--- config.mk ---
export PLATFORM = sky130hd
export DESIGN_NAME = if_stage
export DESIGN_NICKNAME = d
export VERILOG_FILES = /design/src/rtl/if_stage.sv
export SDC_FILE = /design/constraint.sdc
export NUM_CORES = 1
export LEC_CHECK = 0
export ABC_AREA = 1
export CAP_MARGIN = 20
export CORE_AREA = 2 2 129 131
export CTS_CLUSTER_SIZE = 40
export DETAILED_ROUTE_END_ITERATION = 10
export DIE_AREA = 0 0 131 133
export PLACE_DENSITY = 0.85
export SYNTH_ARGS = -nofsm -noshare
export SYNTH_HDL_FRONTEND = slang
export SYNTH_SLANG_ARGS = --single-unit
--- constraint.sdc ---
create_clock -name clk -period 5.14 [get_ports clk]
set_input_delay 0.514 -clock clk [delete_from_list [all_inputs] [get_ports clk]]
set_output_delay 0.514 -clock clk [all_outputs]
set_load 0.03 [all_outputs]
--- src/rtl/if_stage.sv ---
// rtl/if_stage.sv - instruction fetch stage with stall hold buffer and branch redirect drain
// Owns the PC, the imem request handshake and the IF/ID pipeline register.
module if_stage #(
  parameter logic [31:0] RESET_PC  = 32'h0000_0000,
  parameter logic [31:0] NOP_INSTR = 32'h0000_0013
) (
  input  logic        clk,
  input  logic        rst,
  input  logic        pcWrite_en,
  input  logic        IF_ID_write_en,
  input  logic        branch_taken,
  input  logic [31:0] branch_target,
  output logic        imem_req,
  output logic [31:0] imem_addr,
  input  logic        imem_ready,
  input  logic [31:0] imem_rdata,
  output logic [31:0] IF_ID_pc,
  output logic [31:0] IF_ID_instr,
  output logic        IF_ID_valid
);

  typedef enum logic [1:0] {
    S_FETCH = 2'd0,
    S_HOLD  = 2'd1,
    S_DRAIN = 2'd2
  } state_t;

  state_t      state_q, state_d;
  logic [31:0] pc_q, pc_d;
  logic [31:0] buf_q, buf_d;
  logic [31:0] redir_q, redir_d;
  logic [31:0] ifid_pc_q, ifid_pc_d;
  logic [31:0] ifid_instr_q, ifid_instr_d;
  logic        ifid_valid_q, ifid_valid_d;
  logic        advance;

  assign advance = pcWrite_en & IF_ID_write_en;

  always_ff @(posedge clk) begin
    if (rst) begin
      state_q      <= S_FETCH;
      pc_q         <= RESET_PC;
      buf_q        <= 32'h0;
      redir_q      <= 32'h0;
      ifid_pc_q    <= 32'h0;
      ifid_instr_q <= NOP_INSTR;
      ifid_valid_q <= 1'b0;
    end else begin
      state_q      <= state_d;
      pc_q         <= pc_d;
      buf_q        <= buf_d;
      redir_q      <= redir_d;
      ifid_pc_q    <= ifid_pc_d;
      ifid_instr_q <= ifid_instr_d;
      ifid_valid_q <= ifid_valid_d;
    end
  end

  always_comb begin
    state_d      = state_q;
    pc_d         = pc_q;
    buf_d        = buf_q;
    redir_d      = redir_q;
    ifid_pc_d    = ifid_pc_q;
    ifid_instr_d = ifid_instr_q;
    ifid_valid_d = ifid_valid_q;

    // A flush always wins over a stall; the PC field is left as-is.
    if (branch_taken) begin
      ifid_instr_d = NOP_INSTR;
      ifid_valid_d = 1'b0;
    end

    unique case (state_q)
      S_FETCH: begin
        if (branch_taken) begin
          if (imem_ready) begin
            pc_d = branch_target;
          end else begin
            redir_d = branch_target;
            state_d = S_DRAIN;
          end
        end else if (imem_ready) begin
          if (advance) begin
            ifid_pc_d    = pc_q;
            ifid_instr_d = imem_rdata;
            ifid_valid_d = 1'b1;
            pc_d         = pc_q + 32'd4;
          end else begin
            buf_d   = imem_rdata;
            state_d = S_HOLD;
          end
        end else if (advance) begin
          ifid_pc_d    = pc_q;
          ifid_instr_d = NOP_INSTR;
          ifid_valid_d = 1'b0;
        end
      end
      S_HOLD: begin
        if (branch_taken) begin
          pc_d    = branch_target;
          state_d = S_FETCH;
        end else if (advance) begin
          ifid_pc_d    = pc_q;
          ifid_instr_d = buf_q;
          ifid_valid_d = 1'b1;
          pc_d         = pc_q + 32'd4;
          state_d      = S_FETCH;
        end
      end
      S_DRAIN: begin
        // The old request must complete before the redirect can be issued.
        if (branch_taken) begin
          redir_d = branch_target;
          if (imem_ready) begin
            pc_d    = branch_target;
            state_d = S_FETCH;
          end
        end else begin
          if (imem_ready) begin
            pc_d    = redir_q;
            state_d = S_FETCH;
          end
          if (advance) begin
            ifid_pc_d    = pc_q;
            ifid_instr_d = NOP_INSTR;
            ifid_valid_d = 1'b0;
          end
        end
      end
      default: state_d = S_FETCH;
    endcase
  end

  assign imem_req    = !rst && (state_q != S_HOLD);
  assign imem_addr   = pc_q;
  assign IF_ID_pc    = ifid_pc_q;
  assign IF_ID_instr = ifid_instr_q;
  assign IF_ID_valid = ifid_valid_q;

endmodule
==> impl_metrics.py <==
metrics = {
    "status": {
        "status": "completed",
    },
    "pwr": {
        "power_mw": 4.288,
        "p_switching_mw": 1.530,
        "clkPwrFrac": 0.332,
        "p_seq_frac": 0.369,
        "swShare": 0.3567,
        "cellLeakagePower_nw": 4.104,
        "vdd.ir_drop.worst_mv": 0.2762,
        "p_per_area_mw_per_mm2": 378.8,
        "internal_power_mw": 2.759,
        "combPwrFrac": 0.299,
    },
    "grt": {
        "overflow": 0,
        "antenna_found_initial": 0,
        "grt_pass1_vias": 9145,
        "grt_pass1_wl_microns": 46380,
        "grt_use_total": 0.3336,
        "grt_max_degree": 103,
    },
    "sta": {
        "setup_tns_ns": 0,
        "setup_violations": 0,
        "slew_headroom": 0.2800,
        "hold_viol_final": 0,
        "clock_skew_ns": 0.007545,
        "hold_ws_ns": 0.4577,
        "min_period_over_period": 0.6177,
        "fmax_mhz": 315.0,
        "rsz0062_at_grt": "false",
        "worst_pin_slew_ns": 1.079,
        "drv_slew": 0,
        "setup_ws_ns": 1.965,
        "fin_crit_ns": 3.175,
    },
    "floorplanning": {
        "die_h_microns": 133,
        "initial_utilization": 0.5578,
        "die_area_sq_mm": 0.01742,
        "die_x_microns": 131,
        "core_sq_mm": 0.01617,
        "rows": 47,
        "io_pins": 168,
    },
    "clock_tree": {
        "ctsResizeCount": 0,
        "cts_buffers": 17,
        "cts_setup_buffers": 0,
        "cts.clk_slew.worst_paths_ns": 0.06,
        "clkSinkCount": 163,
        "clock_latency_ns": 0.44,
        "cts_buffer_depth": 2,
        "cts_tree": "yes",
        "cts.htree.levels": 4,
        "cts_hold_buf": 0,
        "cts-root-buf": "clkbuf_16",
    },
    "logic_synthesis": {
        "avgSynthCellArea_sq_um": 6.569,
        "syn_area_sq_mm": 0.009020,
        "synth_commonest_cells": "246 x nand2_1, 220 x a21oi_1, 164 x o21ai_0",
        "synth_top_area_frac": 0.3618,
        "yosysMostFrequentCell": "nand2_1",
        "synth-edff-count": 0,
        "synth.area.top_cells": "dfxtp_1 36%, a21oi_1 12%, nand2_1 10%",
        "syn-num-nets": 1448,
        "ys.warnings.count": 0,
        "synth_cell_types": 45,
        "synth_top_area_cell": "dfxtp_1",
        "syn_inst": 1373,
        "ys.flop_type": "dfxtp_1",
        "synth-seq-cells": 163,
        "synthArstFlopShare": 0,
        "yosysSeqAreaShare": 0.3618,
    },
    "place": {
        "place_area_sq_mm": 0.01062,
        "place_congestion": 0.8836,
        "hpwl_microns": 18930,
        "portBuffers": 167,
        "post-place-cells": 1678,
        "pre_cts_ws_ns": 1.446,
    },
    "setup_path": {
        "rrSetupSlack_ns": 1.97,
        "reg2reg_from": "state_q[0]",
        "cp-end-kind": "register",
        "cp_data_required_time_ns": 5.46,
        "path_max_fanout": 38,
        "r2r_cells": 11,
        "crit_chain": "inv_1 -> ha_1 -> buf_4 -> inv_1 -> a21oi_1 -> o21ai_1 -> buf_4 -> clkinv_1 -> buf_16 -> o21ai_0 -> a21oi_1",
        "critPathArrivalTime_ns": 3.49,
        "cp-start-kind": "register",
        "critPathKind": "reg2reg",
        "crit_path_top_delay_cell": "clkinv_1",
        "rr_endpoint": "redir_q[28]",
        "cp.buffers_inverters": 6,
        "critPathTopFamily": "buffers and inverters",
        "cpPeakStageDelay_ns": 0.52,
    },
    "finish": {
        "nets": 1554,
        "drive_above_1_share": 0.06103,
        "fin_cells": 1711,
        "postLayoutCellArea_sq_mm": 0.01132,
        "finalCoreUtilization": 0.7000,
        "areaGrowthSynthToFinish_pct": 25.51,
        "diodes": 0,
    },
    "hold_path": {
        "hold_class": "reg2reg",
        "hold_path_end": "buf_q[1]",
        "min_from": "buf_q[1]",
        "whs_path_depth": 2,
    },
    "detailed_routing": {
        "dr.pass1.iters": 6,
        "drt-vias-per-instance": 5.959,
        "wl_per_cell_microns": 17.21,
        "vias": 10200,
        "drt_iter0_markers": 1214,
        "drtAntennaViolNets": 0,
        "wirelength_microns": 29440,
        "drc": 0,
    },
    "job": {
        "drv_cap": 0,
    },
}
[worst reg2reg max path: cells and delay by family, from the launching register on]
kind	cells	cell delay, ns
flip-flops	1	0.42
buffers and inverters	6	1.98
AO/OA/AOI/OAI	4	0.47
adder cells (fa/ha/maj)	1	0.20
[placed cells by master (no fill, tap or decap), types with 6 or more instances in the layout]
cell type	Yosys	final
o211ai_1	10	10
o21bai_1	6	6
dfxtp_1	163	163
nor2_4	8	9
nor3_1	10	10
nand4_1	20	20
nand2_1	246	246
o21ai_0	164	164
clkdlybuf4s50_1	0	166
a31oi_1	10	10
nor2_2	9	8
o22ai_1	24	24
nor2_1	151	151
a21oi_1	220	220
buf_4	6	14
nand2_2	8	8
o2111ai_1	6	6
clkbuf_16	0	17
nand3_1	90	90
o21ai_1	6	6
inv_2	7	9
inv_1	86	84
[sequential cells by signal (all words and copies together), names as in the netlist]
| register | cells |
|---|---|
| IF_ID_instr | 32 |
| IF_ID_pc | 32 |
| IF_ID_valid | 1 |
| buf_q | 32 |
| imem_addr | 32 |
| redir_q | 32 |
| state_q | 2 |
[power by group through the flow]
stage               Sequential, mW  Clock [mW]  Combinational (mW)
global placement              1.60           0                1.21
detailed placement            1.60           0                1.24
CTS                           1.57        1.43                1.25
floorplan                     1.71           0               0.688
finish                        1.58        1.42                1.28
global route                  1.60        1.48                1.40
[kinds of logic after synthesis]
logic type	count (synthesis)	synth area share
AND/OR/NAND/NOR	548	0.2631
buffers and inverters	192	0.09072
AO/OA/AOI/OAI	462	0.2745
adder cells (fa/ha/maj)	5	0.006936
XOR/XNOR	3	0.002914
flip-flops	163	0.3618
[metal layers]
metal  wire length (microns)  up-vias  track usage
li1                        -     4875            -
met1                   11720     4621       0.4414
met4                     764        0       0.1312
met3                    3452       57      0.08977
met2                   13500      642       0.5161
met5                       0        -            0
[worst max-delay path by stage]
stage / from / depth (start not counted) / to / slack [ns]
floorplan: imem_addr[3] / 11 / imem_addr[24] / 3.28
global placement: imem_ready / 10 / redir_q[4] / 1.60
detailed placement: imem_ready / 10 / redir_q[28] / 1.45
CTS: state_q[0] / 10 / redir_q[28] / 1.65
global route: state_q[0] / 11 / redir_q[28] / 1.75
finish: state_q[0] / 11 / redir_q[28] / 1.97
[area by class of cell]
class                   instances  area, sq um
multi-input cells            1018         4943
fillers                      1391         4851
flip-flops and latches        163         3263
repair buffers                183         1819
clock buffers                  19        452.9
inverters                      96        362.8
well taps                     220        275.3
clock inverters                12        203.9
(Power assumes the default switching activity.)
